<file path="src/rtl/pipelined_cla_addsub_pkg.sv">
// Shared definitions for the pipelined carry-lookahead adder/subtractor:
// ALU op encodings, lookahead group width and op decode helpers.
package pipelined_cla_addsub_pkg;

   localparam int GROUP_W = 4;

   typedef enum logic [1:0] {
      ALU_ADD  = 2'b00,
      ALU_SUB  = 2'b01,
      ALU_ADDC = 2'b10,
      ALU_SUBB = 2'b11
   } alu_op_e;

   function automatic logic op_inverts_y(input logic [1:0] op);
      return (op == ALU_SUB) || (op == ALU_SUBB);
   endfunction

   // Carry into bit 0: fixed for ADD/SUB, caller-supplied for ADDC/SUBB.
   function automatic logic op_carry_in(input logic [1:0] op, input logic cin);
      logic c0;
      case (op)
         ALU_ADD: c0 = 1'b0;
         ALU_SUB: c0 = 1'b1;
         default: c0 = cin;
      endcase
      return c0;
   endfunction

endpackage

</file>
<file path="src/rtl/pipelined_cla_addsub_if.sv">
// Handshake/data bundle between the ALU issue logic and the pipelined adder.
interface pipelined_cla_addsub_if #(parameter int WIDTH = 32);
   logic             in_valid;
   logic             in_ready;
   logic [1:0]       in_op;
   logic [WIDTH-1:0] in_x;
   logic [WIDTH-1:0] in_y;
   logic             in_cin;
   logic             out_valid;
   logic             out_ready;
   logic [WIDTH-1:0] out_s;
   logic             out_cout;
   logic             out_ovf;
   logic             out_zero;

   modport master (
      output in_valid, in_op, in_x, in_y, in_cin, out_ready,
      input  in_ready, out_valid, out_s, out_cout, out_ovf, out_zero
   );

   modport slave (
      input  in_valid, in_op, in_x, in_y, in_cin, out_ready,
      output in_ready, out_valid, out_s, out_cout, out_ovf, out_zero
   );
endinterface

</file>
<file path="src/rtl/cla_group4.sv">
// 4-bit carry-lookahead group: full lookahead for the internal carries,
// plus group generate/propagate for the second-level lookahead.
module cla_group4 (
   input  logic [3:0] x,
   input  logic [3:0] y,
   input  logic       cin,
   output logic [3:0] s,
   output logic       g,
   output logic       p
);
   logic [3:0] gen;
   logic [3:0] prop;
   logic [3:0] c;

   assign gen  = x & y;
   assign prop = x ^ y;

   assign c[0] = cin;
   assign c[1] = gen[0] | (prop[0] & cin);
   assign c[2] = gen[1] | (prop[1] & gen[0]) | (prop[1] & prop[0] & cin);
   assign c[3] = gen[2] | (prop[2] & gen[1]) | (prop[2] & prop[1] & gen[0])
               | (prop[2] & prop[1] & prop[0] & cin);

   assign s = prop ^ c;
   assign g = gen[3] | (prop[3] & gen[2]) | (prop[3] & prop[2] & gen[1])
            | (prop[3] & prop[2] & prop[1] & gen[0]);
   assign p = &prop;
endmodule

</file>
<file path="src/rtl/pipelined_cla_addsub.sv">
// Pipelined carry-lookahead adder/subtractor: each stage resolves GPS 4-bit
// groups with two-level lookahead; the carry ripples stage to stage in registers.
module pipelined_cla_addsub
   import pipelined_cla_addsub_pkg::*;
#(
   parameter int WIDTH = 32,
   parameter int GPS   = 4
) (
   input  logic                   clk,
   input  logic                   rst,
   pipelined_cla_addsub_if.slave  bus
);
   localparam int SW     = GROUP_W * GPS;
   localparam bit CFG_OK = (GPS > 0) && (WIDTH > 0) && ((WIDTH % SW) == 0);
   localparam int STAGES = CFG_OK ? (WIDTH / SW) : 1;
   localparam int LAST   = STAGES - 1;

   if (!CFG_OK) begin : g_bad_cfg
      $error("pipelined_cla_addsub: WIDTH must be a non-zero multiple of 4*GPS");
   end

   logic             adv;
   logic [WIDTH-1:0] y_eff;
   logic             c0;
   logic             ovf_reg;
   logic             zero_reg;
   logic [WIDTH-1:0] s_last_next;
   logic             msb_cin;

   // The whole pipeline moves as one unit; bubbles are never squeezed out.
   assign adv          = ~g_stage[LAST].v_reg | bus.out_ready;
   assign bus.in_ready = adv;
   assign y_eff        = op_inverts_y(bus.in_op) ? ~bus.in_y : bus.in_y;
   assign c0           = op_carry_in(bus.in_op, bus.in_cin);

   for (genvar gi = 0; gi < STAGES; gi++) begin : g_stage
      localparam int LO  = gi * SW;
      localparam int REM = WIDTH - LO;

      logic                v_in;
      logic                c_in;
      logic [REM-1:0]      x_in;
      logic [REM-1:0]      y_in;
      logic [GPS:0]        c_grp;
      logic [GPS-1:0]      grp_g;
      logic [GPS-1:0]      grp_p;
      logic [SW-1:0]       s_slice;
      logic [LO+SW-1:0]    s_next;
      logic                v_reg;
      logic                c_reg;
      logic [LO+SW-1:0]    s_reg;

      if (gi == 0) begin : g_src
         assign v_in   = bus.in_valid;
         assign c_in   = c0;
         assign x_in   = bus.in_x;
         assign y_in   = y_eff;
         assign s_next = s_slice;
      end else begin : g_src
         assign v_in   = g_stage[gi-1].v_reg;
         assign c_in   = g_stage[gi-1].c_reg;
         assign x_in   = g_stage[gi-1].g_fwd.x_reg;
         assign y_in   = g_stage[gi-1].g_fwd.y_reg;
         assign s_next = {s_slice, g_stage[gi-1].s_reg};
      end

      for (genvar gj = 0; gj < GPS; gj++) begin : g_grp
         cla_group4 u_grp (
            .x   (x_in[gj*GROUP_W +: GROUP_W]),
            .y   (y_in[gj*GROUP_W +: GROUP_W]),
            .cin (c_grp[gj]),
            .s   (s_slice[gj*GROUP_W +: GROUP_W]),
            .g   (grp_g[gj]),
            .p   (grp_p[gj])
         );
      end

      // Second level: every group carry as a flat sum of products of G/P and c_in.
      always_comb begin : lookahead
         logic acc;
         logic term;
         c_grp = '0;
         acc   = 1'b0;
         term  = 1'b0;
         for (int j = 0; j <= GPS; j++) begin
            term = c_in;
            for (int m = 0; m < j; m++) term &= grp_p[m];
            acc = term;
            for (int i = 0; i < j; i++) begin
               term = grp_g[i];
               for (int m = i + 1; m < j; m++) term &= grp_p[m];
               acc |= term;
            end
            c_grp[j] = acc;
         end
      end

      // Operand bits above this stage's slice travel along for later stages.
      if (gi < LAST) begin : g_fwd
         logic [REM-SW-1:0] x_reg;
         logic [REM-SW-1:0] y_reg;
         always_ff @(posedge clk) begin
            if (rst) begin
               x_reg <= '0;
               y_reg <= '0;
            end else if (adv) begin
               x_reg <= x_in[REM-1:SW];
               y_reg <= y_in[REM-1:SW];
            end
         end
      end

      always_ff @(posedge clk) begin
         if (rst) begin
            v_reg <= 1'b0;
            c_reg <= 1'b0;
            s_reg <= '0;
         end else if (adv) begin
            v_reg <= v_in;
            c_reg <= c_grp[GPS];
            s_reg <= s_next;
         end
      end
   end

   // Carry into the MSB recovered from its sum bit: s = x ^ y' ^ c.
   assign s_last_next = g_stage[LAST].s_next;
   assign msb_cin     = s_last_next[WIDTH-1] ^ g_stage[LAST].x_in[SW-1]
                      ^ g_stage[LAST].y_in[SW-1];

   always_ff @(posedge clk) begin
      if (rst) begin
         ovf_reg  <= 1'b0;
         zero_reg <= 1'b0;
      end else if (adv) begin
         ovf_reg  <= msb_cin ^ g_stage[LAST].c_grp[GPS];
         zero_reg <= ~|s_last_next;
      end
   end

   assign bus.out_valid = g_stage[LAST].v_reg;
   assign bus.out_s     = g_stage[LAST].s_reg;
   assign bus.out_cout  = g_stage[LAST].c_reg;
   assign bus.out_ovf   = ovf_reg;
   assign bus.out_zero  = zero_reg;
endmodule
</file>
<file path="src/flat_wrapper.sv">
// flat-port wrapper written by rule: the top's interface ports become plain ports
module pipelined_cla_addsub_flat import pipelined_cla_addsub_pkg::*;
#(
   parameter int WIDTH = 32,
   parameter int GPS   = 4
)
  (clk, rst, bus_in_valid, bus_in_op, bus_in_x, bus_in_y, bus_in_cin, bus_out_ready, bus_in_ready, bus_out_valid, bus_out_s, bus_out_cout, bus_out_ovf, bus_out_zero);
  pipelined_cla_addsub_if #(.WIDTH(WIDTH)) bus_i ();
  input  logic clk;
  input  logic rst;
  input wire logic [$bits(bus_i.in_valid)-1:0] bus_in_valid;
  input wire logic [$bits(bus_i.in_op)-1:0] bus_in_op;
  input wire logic [$bits(bus_i.in_x)-1:0] bus_in_x;
  input wire logic [$bits(bus_i.in_y)-1:0] bus_in_y;
  input wire logic [$bits(bus_i.in_cin)-1:0] bus_in_cin;
  input wire logic [$bits(bus_i.out_ready)-1:0] bus_out_ready;
  output wire logic [$bits(bus_i.in_ready)-1:0] bus_in_ready;
  output wire logic [$bits(bus_i.out_valid)-1:0] bus_out_valid;
  output wire logic [$bits(bus_i.out_s)-1:0] bus_out_s;
  output wire logic [$bits(bus_i.out_cout)-1:0] bus_out_cout;
  output wire logic [$bits(bus_i.out_ovf)-1:0] bus_out_ovf;
  output wire logic [$bits(bus_i.out_zero)-1:0] bus_out_zero;
  assign bus_i.in_valid = bus_in_valid;
  assign bus_i.in_op = bus_in_op;
  assign bus_i.in_x = bus_in_x;
  assign bus_i.in_y = bus_in_y;
  assign bus_i.in_cin = bus_in_cin;
  assign bus_i.out_ready = bus_out_ready;
  assign bus_in_ready = bus_i.in_ready;
  assign bus_out_valid = bus_i.out_valid;
  assign bus_out_s = bus_i.out_s;
  assign bus_out_cout = bus_i.out_cout;
  assign bus_out_ovf = bus_i.out_ovf;
  assign bus_out_zero = bus_i.out_zero;
  pipelined_cla_addsub #(.WIDTH(WIDTH), .GPS(GPS)) u_core (.clk(clk), .rst(rst), .bus(bus_i));
endmodule
</file>
<file path="config.mk">
export PLATFORM = sky130hd
export DESIGN_NAME = pipelined_cla_addsub_flat
export DESIGN_NICKNAME = d
export VERILOG_FILES = /design/src/rtl/pipelined_cla_addsub_pkg.sv /design/src/rtl/pipelined_cla_addsub_if.sv /design/src/rtl/cla_group4.sv /design/src/rtl/pipelined_cla_addsub.sv /design/src/flat_wrapper.sv
export SDC_FILE = /design/constraint.sdc
export NUM_CORES = 1
export LEC_CHECK = 0
export ABC_CLOCK_PERIOD_IN_PS = 3200
export CELL_PAD_IN_SITES_DETAIL_PLACEMENT = 1
export CELL_PAD_IN_SITES_GLOBAL_PLACEMENT = 1
export CORE_MARGIN = 3
export CORE_UTILIZATION = 34
export DETAILED_ROUTE_END_ITERATION = 8
export PLACE_DENSITY_LB_ADDON = 0.2
export SYNTH_ARGS = -nofsm -noshare
export SYNTH_HDL_FRONTEND = slang
export SYNTH_HIERARCHICAL = 1
export SYNTH_SLANG_ARGS = --single-unit
</file>
<file path="constraint.sdc">
create_clock -name clk -period 3.2 [get_ports clk]
set_input_delay 0.48 -clock clk [delete_from_list [all_inputs] [get_ports clk]]
set_output_delay 0.48 -clock clk [all_outputs]
set_load 0.02 [all_outputs]
</file>
# Yosys cells after proc, flatten, opt, wreduce, memory -nomap -nowiden

Index checks and enable logic that the tools add are counted.

Flip-flop bits (word level): 86
Bits in latches: 0
Memory bits (writable): 0
ROM bits: 0
Input port bits: 71
Output and inout port bits: 37
Memories kept: 0

$add $sub $neg: 0
Multiply operators: 0
Div/mod/pow operators: 0
Magnitude comparators: 0
Eq/ne operators: 2
Shifts and indexed selects: 0
Muxes and demuxes: 2
Bitwise operators: 254
Reduce and logical (&&, ||, !) cells: 12

Operators by type and width:

| kind               | number |
|---|---|
| $and 1x1->1        | 132 |
| $or 1x1->1         | 93 |
| $xor 4x4->4        | 16 |
| $and 4x4->4        | 8 |
| $mux 32            | 1 |
| $not 32->32        | 1 |
| $reduce_and 4->1   | 8 |
| $reduce_or 32->1   | 1 |
| $xor 1x1->1        | 3 |
| $eq 2x1->1 const B | 1 |
| $eq 2x2->1 const B | 1 |
| $logic_not 2->1    | 1 |
| $pmux 1 s2         | 1 |
| $logic_not 1->1    | 1 |
| $logic_or 1x1->1   | 1 |
| $not 1->1          | 1 |

# Logic depth before layout (Yosys ltp)

Gate-level depths: netlist of run 1.

Depth after elaboration: 16
Depth in mapped cells: 17
Mapped depth without buffers: 14

# Hierarchy

The synthesis of run 1 kept the hierarchy.

By module, submodules not included:

| module               | instances | cells each | area each (µm²) | sequential area each (µm²) |
|---|---|---|---|---|
| pipelined_cla_addsub | 1         | 428        | 3,477.1         | 1,721.7 |
| cla_group4           | 8         | 22         | 182.7           | 0.0 |

# Worst setup path after synthesis of run 1

OpenSTA, ideal clock, no wires.

Kind: input to register
Start: in bus_in_op[0]
End: reg u_core.g_stage[0].s_reg[12]
Arrival time: 2,980 ps
Required time: 3,130 ps
Setup slack: 149 ps
Stages: 16
Path buffers: 3
Path through: buf_2 -> buf_4 -> buf_4 -> xor2_1 -> ha_1 -> a21oi_1 -> nand2_1 -> a21o_1 -> o21a_1 -> a21oi_1 -> inv_1 -> inv_1 -> fa_1 -> inv_1 -> nand2_1 -> a21oi_1

Elaborated cells between the ends (all ways): 50
Those cells by class: 2 x eq/ne; 2 x mux; 41 x bitwise; 5 x reduce/logical

RTL lines:

| item                                              | line                               | source |
|---|---|---|
| start: declaration                                | flat_wrapper.sv:12                 | `input wire logic [$bits(bus_i.in_op)-1:0] bus_in_op;` |
| $eq 2x1->1 / $eq 2x2->1 (equally long branches)   | pipelined_cla_addsub_pkg.sv:15     | `return (op == ALU_SUB) \|\| (op == ALU_SUBB);` |
| $logic_or 1x1->1 (*)                              | pipelined_cla_addsub_pkg.sv:15     |  |
| $mux 32 (*)                                       | pipelined_cla_addsub.sv:33         | `assign y_eff = op_inverts_y(bus.in_op) ? ~bus.in_y : bus.in_y;` |
| via u_core.g_stage[0].y_in[6]                     | pipelined_cla_addsub.sv:43         | `logic [REM-1:0] y_in;` |
| $and 4x4->4 / $xor 4x4->4 (equally long branches) | cla_group4.sv:15, cla_group4.sv:16 |  |
| $and 1x1->1, on equally long branches             | cla_group4.sv:25, cla_group4.sv:26 |  |
| $or 1x1->1 (tied with other cells)                | cla_group4.sv:25                   | `assign g = gen[3] \| (prop[3] & gen[2]) \| (prop[3] & prop[2] & gen[1])` |
| $or 1x1->1 / $and 1x1->1 (equally long branches)  | cla_group4.sv:25, cla_group4.sv:26 |  |
| $or 1x1->1 (*)                                    | cla_group4.sv:26                   | `\| (prop[3] & prop[2] & prop[1] & gen[0]);` |
| via u_core.g_stage[0].grp_g[1]                    | pipelined_cla_addsub.sv:45         | `logic [GPS-1:0] grp_g;` |
| $and 1x1->1 (*)                                   | pipelined_cla_addsub.sv:91         | `for (int m = i + 1; m < j; m++) term &= grp_p[m];` |
| $or 1x1->1 (*) (2 in series)                      | pipelined_cla_addsub.sv:92         | `acc \|= term;` |
| via u_core.g_stage[0].c_grp[3]                    | pipelined_cla_addsub.sv:44         | `logic [GPS:0] c_grp;` |
| $xor 4x4->4 (*)                                   | cla_group4.sv:24                   | `assign s = prop ^ c;` |
| via u_core.g_stage[0].s_next[12]                  | pipelined_cla_addsub.sv:48         | `logic [LO+SW-1:0] s_next;` |
| end signal: assignment                            | pipelined_cla_addsub.sv:121        | `s_reg <= s_next;` |
| end: declaration                                  | pipelined_cla_addsub.sv:51         | `logic [LO+SW-1:0] s_reg;` |

The timed path passes the listed nets; every way through them passes the cells marked *.
A chain may end at the register's enable or synchronous reset.

# Worst setup path after layout of run 1

Start: reg u_core.g_stage[0].g_fwd.y_reg[2]
End: reg u_core.zero_reg, in the netlist u_core/bus.out_zero

Elaborated cells between the ends (all ways): 54
Those cells by class: 51 x bitwise; 3 x reduce/logical

RTL lines:

| item                                              | line                                                 | source |
|---|---|---|
| start: declaration                                | pipelined_cla_addsub.sv:101                          | `logic [REM-SW-1:0] y_reg;` |
| start signal: assignment                          | pipelined_cla_addsub.sv:108                          | `y_reg <= y_in[REM-1:SW];` |
| $and 4x4->4 / $xor 4x4->4 (equally long branches) | cla_group4.sv:15, cla_group4.sv:16                   |  |
| $and 1x1->1, on equally long branches             | cla_group4.sv:25, cla_group4.sv:26                   |  |
| $or 1x1->1 (tied with other cells)                | cla_group4.sv:25                                     |  |
| $or 1x1->1 / $and 1x1->1 (equally long branches)  | cla_group4.sv:25, cla_group4.sv:26                   |  |
| $or 1x1->1 (*)                                    | cla_group4.sv:26                                     |  |
| via u_core.g_stage[1].grp_g[0]                    | pipelined_cla_addsub.sv:45                           |  |
| $and 1x1->1 (*)                                   | pipelined_cla_addsub.sv:91                           |  |
| $or 1x1->1 (*) (2 in series)                      | pipelined_cla_addsub.sv:92                           |  |
| via u_core.g_stage[1].c_grp[2]                    | pipelined_cla_addsub.sv:44                           |  |
| $and 1x1->1, on equally long branches             | cla_group4.sv:19, cla_group4.sv:20, cla_group4.sv:22 |  |
| $or 1x1->1, on equally long branches              | cla_group4.sv:19, cla_group4.sv:20, cla_group4.sv:22 |  |
| $xor 4x4->4 (*)                                   | cla_group4.sv:24                                     |  |
| $reduce_or 32->1 (*)                              | pipelined_cla_addsub.sv:137                          | `zero_reg <= ~\|s_last_next;` |
| $logic_not 1->1 (*)                               | pipelined_cla_addsub.sv:137                          |  |
| end signal: assignment                            | pipelined_cla_addsub.sv:137                          |  |
| end: declaration                                  | pipelined_cla_addsub.sv:26                           | `logic zero_reg;` |

Marked as above.

==> reports/metrics.csv, run 1 <==
metric;value;unit
netlist-cell-type-count;36;
htree_levels;3;
antenna_found_initial;1;
final_cell_mix;nand2_1, clkdlybuf4s50_1, dfxtp_1;
wire_per_inst;15.6;µm
gp_congestion;0.838;
synth_mux_area_share;0.203;%
drive_above_1_share;9.82;%
cts_root_buf;clkbuf_16;
detail-route-antenna-nets;0;
r2r_start;u_core/g_stage[0].g_fwd.y_reg[2];
syn_nets;723;
hp-class;reg2reg;
powerDensity;532;nW/µm²
synth_edf_count;0;
synth-compound-area-share;15.7;%
clock_sinks;86;
die_h;127;µm
io_buffers;107;
clkLatencyLatePin;340;ps
vias;4471;
ir_worst_vdd;0.254;mV
critPathLaunch;u_core/g_stage[0].g_fwd.y_reg[2];
grt_pass1_wl;23.1;mm
arrival;3250;ps
synth_seq_area_share;34.9;%
worst_pin_slew;767;ps
ys_ff_latch;86;
wirelength;13.9;mm
timing.final.ws_setup;204;ps
min_period;3000;ps
dp_slack;-113;ps
yosys_warnings;6;
endpoint_kind;flop;
final_common_cell;nand2_1;
drtIter0Drc;147;
synth_top_family_by_area;simple AND/OR/NAND/NOR gates;
path_class;reg2reg;
syn_avg_cell_area;8.18;µm²
numCtsBuffers;9;
fp.dieW;127;µm
outcome;finished clean;
cts.clk_slew.worst_paths;60;ps
critPathMaxFanout;5;
grt_usage;17.4;%
io_pins;108;
setup_viol;0;
drc_errors;0;
rows;43;
layout.nets;827;
fmax;334;MHz
slew_headroom;48.9;%
grt_pass1_vias;4762;
first_pass_iters;4;
fp.dieArea;16000;µm²
max_cap_violations;0;
fp.coreArea;14000;µm²
dp_cells;876;
viasPerCell;5.01;
synth_async_sr_flop_share;0;%
skew;11.2;ps
leakage;2.91;nW
n_antenna_cell;0;
drv_slew;0;
crit_path_start_kind;flop;
synth_xor_area_share;10.3;%
hold_viol;0;
cts.path.max_buffers;2;
largest_reg_flops;32;
min_from;u_core/bus.out_s[15];
areaGrowthSynthToFinish;33.6;%
final_cells;893;
floorplan.initialDensity;35.2;%
cp.required;3460;ps
fin_crit_sh;93.6;%
cts_tree;built;
dp_hpwl;10.4;mm
gr-total-overflow;0;
synth_fa_ha_area_share;13.4;%
syn_inst;604;
grt_start_max_net_pins;73;
syn_area;4940;µm²
synth_flop_cell;dfxtp_1;
synthSimpleGateAreaFrac;19.5;%
-- through the flow --
step / setup TNS [ps] / instance area (µm²) / util (%) / hold slack [ps] / total power, W
after floorplan: 0 / 4940 / - / 432 / 0.00190
after global placement: 0 / 6200 / 44.1 / 441 / 0.00226
after CTS: 0 / 6550 / 46.6 / 453 / 0.00354
after global routing: -2.45 / 6600 / 47.0 / 478 / 0.00372
final: 0 / 6600 / 47.0 / 453 / 0.00351
after detailed placement: -115 / 6200 / 44.1 / 444 / 0.00230
-- final timing paths --
path                                             end  cells after the start  slack [ps]
worst max-delay path             u_core/bus.out_zero                     14         200
worst max register to register   u_core/bus.out_zero                     14         200
worst min register to register  u_core/bus.out_s[15]                      2         450
worst min-delay path            u_core/bus.out_s[15]                      2         450
-- area by class of cell --
class / instances / area [µm²]
tap: 180 / 225
clock inverter: 5 / 106
inverter: 37 / 139
multi-input combinational: 449 / 2970
fill: 1666 / 7440
sequential: 86 / 1720
timing repair buffer: 125 / 1200
clock buffer: 11 / 243
-- worst max-delay path, cell delays in order (launching register included) --
cell and delay (ps):
dfxtp_1 340, ha_2 310, a21oi_2 150, nand2_1 70, a21o_1 210, a21oi_2 180
nand2_2 80, a21o_1 190, a21o_1 190, a21oi_2 160, xnor2_2 110, nor4_2 300
nand4_1 120, or3_1 340, a21oi_2 150
-- where the power goes --
group / total (W) / switching (W) / internal (W)
Combinational: 0.000997 / 0.000520 / 0.000477
Clock: 0.00122 / 0.000436 / 0.000786
Sequential: 0.00129 / 0.0000942 / 0.00120
-- cell usage after synthesis, types with 2 or more instances --
cell / count / share of area, %
a211oi_1: 16 / 2.4
a21o_1: 20 / 3.0
a21oi_1: 76 / 7.7
a21oi_2: 9 / 1.6
and4_2: 8 / 1.6
buf_1: 5 / 0.38
buf_2: 12 / 1.2
buf_4: 4 / 0.61
clkbuf_1: 9 / 0.68
dfxtp_1: 86 / 35
fa_1: 8 / 3.2
ha_1: 40 / 10
inv_1: 36 / 2.7
nand2_1: 141 / 11
nand3_1: 19 / 1.9
nand4_1: 10 / 1.3
nor2_1: 21 / 1.6
nor3_1: 2 / 0.20
nor4_1: 4 / 0.51
nor4_2: 4 / 1.0
o211ai_1: 2 / 0.30
o21ai_0: 2 / 0.20
xnor2_1: 33 / 5.9
xor2_1: 25 / 4.4
-- layer usage --
layer	global-route usage (%)	vias to the layer above	share of wire, %	routed length (µm)
li1	-	2223	-	-
met2	30.8	81	49	6850
met3	3.54	16	4.1	573
met5	0	-	0.093	13
met1	21.2	2149	45	6270
met4	5.74	2	1.6	224
-- logic make-up (layout without fill, tap and decap cells) --
family | Yosys count | count (layout)
muxes | 1 | 1
AOI/OAI and AO/OA | 128 | 128
DFF | 86 | 86
and+or+nand+nor | 214 | 214
adders and majority gates | 48 | 48
buffers and inverters | 69 | 178
xor gates and xnor gates | 58 | 58
-- what timing repair did --
item / 4_1_cts / 5_1_grt
setup endpoints to repair: 0 / 2
buffers inserted: 0 / 1
hold buffers: 0 / 0
resized for setup: 0 / 11
Note: power is estimated with default switching activity, not from simulation.
==> inputs of run 2 (changes only) <==
--- a/config.mk
+++ b/config.mk
@@ -12,6 +12,7 @@
 export CORE_UTILIZATION = 34
 export DETAILED_ROUTE_END_ITERATION = 8
 export PLACE_DENSITY_LB_ADDON = 0.2
+export REMOVE_ABC_BUFFERS = 1
 export SYNTH_ARGS = -nofsm -noshare
 export SYNTH_HDL_FRONTEND = slang
 export SYNTH_HIERARCHICAL = 1
==> reports/metrics.csv, run 2 (synthesized netlist as in run 1, its figures left out) <==
metric;value;unit;change
outcome;finished clean;;
cts_hold_buf;0;;unchanged
skew;7.97;ps;-3.18 ps
wire_per_inst;15.0;µm;-3.8%
largest_reg_flops;32;;unchanged
endpoint_kind;flop;;
numCtsBuffers;9;;unchanged
grt_start_max_net_pins;101;;+38%
final_cell_mix;nand2_1, clkdlybuf4s50_1, dfxtp_1;;
path_class;reg2reg;;
fin_crit_sh;93.9;%;+0.32 points
worst_pin_slew;1000;ps;+238 ps
grt_pass1_wl;22.5;mm;-2.4%
leakage;2.84;nW;-2.1%
n_antenna_cell;0;;unchanged
grt_usage;17.0;%;-0.46 points
crit_path_max_incr_delay;390;ps;+50 ps
fp.dieArea;16000;µm²;unchanged
htree_levels;3;;unchanged
cp_num_buf_inv;1;;+1
cts.path.max_buffers;2;;unchanged
critPathMaxFanout;5;;unchanged
io_buffers;107;;unchanged
floorplan.initialDensity;35.2;%;unchanged
die_h;127;µm;unchanged
powerDensity;498;nW/µm²;-6.4%
grt_pass1_vias;4724;;-0.80%
hp-class;reg2reg;;
cp.required;3470;ps;about the same
arrival;3280;ps;+30 ps
antenna_found_initial;0;;-1
setup_viol;0;;unchanged
fmax;333;MHz;-0.34%
layout.nets;823;;-0.48%
cts_root_buf;clkbuf_16;;
detail-route-antenna-nets;0;;unchanged
hold_viol;0;;unchanged
final_common_cell;nand2_1;;
gr-total-overflow;0;;unchanged
cp_slowest_cell;fa_1;;
drtIter0Drc;157;;+6.8%
viasPerCell;4.94;;-1.2%
r2r_start;u_core/g_stage[0].g_fwd.y_reg[6];;
fillers;1682;;+0.96%
areaGrowthSynthToFinish;31.7;%;
fp.coreArea;14000;µm²;unchanged
clock_sinks;86;;unchanged
max_cap_violations;0;;unchanged
crit_path_start_kind;flop;;
finalHoldWorstSlack;451;ps;-1.86 ps
wirelength;13.3;mm;-4.3%
vias;4391;;-1.8%
cts.clk_slew.worst_paths;60;ps;about the same
slew_headroom;33.0;%;-16 points
dp_hpwl;10.0;mm;-3.3%
drive_above_1_share;8.90;%;-0.92 points
gp_congestion;0.813;;-3.0%
drv_slew;0;;unchanged
cts_tree;built;;
rows;43;;unchanged
fp.dieW;127;µm;unchanged
first_pass_iters;4;;unchanged
drc_errors;0;;unchanged
final_core_util;46.3;%;-0.68 points
clkLatencyLatePin;340;ps;about the same
io_pins;108;;unchanged
cp_cell_sequence;ha_1 -> and4_2 -> nand3_1 -> nand2_2 -> a21o_1 -> inv_1 -> fa_1 -> xnor2_1 -> nor4_2 -> nand4_1 -> or3_1 -> a21oi_2;;
critPathLaunch;u_core/g_stage[0].g_fwd.y_reg[6];;
crit_family;simple AND/OR/NAND/NOR gates;;
min_from;u_core/bus.out_s[23];;
ir_worst_vdd;0.287;mV;+13%
min_period;3010;ps;+10.3 ps
==> run 2: cell types whose count changed in the layout (fill, tap and decap cells not counted), moves of 2 or more <==
cell | before | now
clkinv_2 | 0 | 2
ha_2 | 3 | 1
bufinv_16 | 3 | 0
ha_4 | 0 | 2
buf_4 | 18 | 14
==> run 2: worst paths after layout <==
path / to / depth (start not counted) / slack (ps)
hold reg to reg: u_core/bus.out_s[23] / 2 / 450
setup reg to reg: u_core/bus.out_zero / 12 / 190
setup / recovery: u_core/bus.out_zero / 12 / 190
hold / removal: u_core/bus.out_s[23] / 2 / 450
==> run 2: where the power goes <==
part | internal, W | switching [W] | leakage [nW]
Clock | 0.000563 | 0.000408 | 0.131
Sequential | 0.00120 | 0.0000954 | 0.713
Combinational | 0.000470 | 0.000505 | 2.00
==> run 2: layer usage <==
| metal | vias to the layer above | wire length, µm | global-route usage (%) | part of all wire (%) |
|---|---|---|---|---|
| met5 | - | 0 | 0 | 0 |
| met4 | 0 | 167 | 5.62 | 1.3 |
| met3 | 8 | 661 | 3.24 | 5.0 |
| met2 | 91 | 6570 | 29.9 | 49 |
| met1 | 2077 | 5940 | 20.8 | 45 |
| li1 | 2215 | - | - | - |
==> run 2: layout make-up <==
class	count	area, µm²	area share (%)
multi-input cells	449	2980	45.7
flip-flops and latches	86	1720	26.5
repair buffers	121	1170	17.9
clock buffers	12	256	3.94
well taps	180	225	3.46
inverters	37	140	2.15
clock inverters	3	20.0	0.308
==> run 2: worst register-to-register path, cell delays in order, from the launching register on <==
cell,delay (ps)
dfxtp_1,320
ha_1,370
and4_2,280
nand3_1,150
nand2_2,140
a21o_1,170
inv_1,80
fa_1,390
xnor2_1,170
nor4_2,300
nand4_1,120
or3_1,340
a21oi_2,130
==> run 2: stage by stage <==
step	cell area, µm²	setup WS [ps]	power (W)	setup TNS, ps	cells
final	6500	194	0.00324	0	888
after CTS	6450	3.39	0.00328	0	888
after floorplan	4780	-1710	0.00187	-132540	572
after global placement	6180	22.7	0.00225	0	873
after detailed placement	6180	-191	0.00229	-370	873
after global routing	6500	-1.11	0.00345	-1.11	888
==> run 2: repair_timing <==
item                                    CTS  global route
setup buffers                             0             0
gates resized for setup                   0            11
endpoints found under the setup margin    0             3
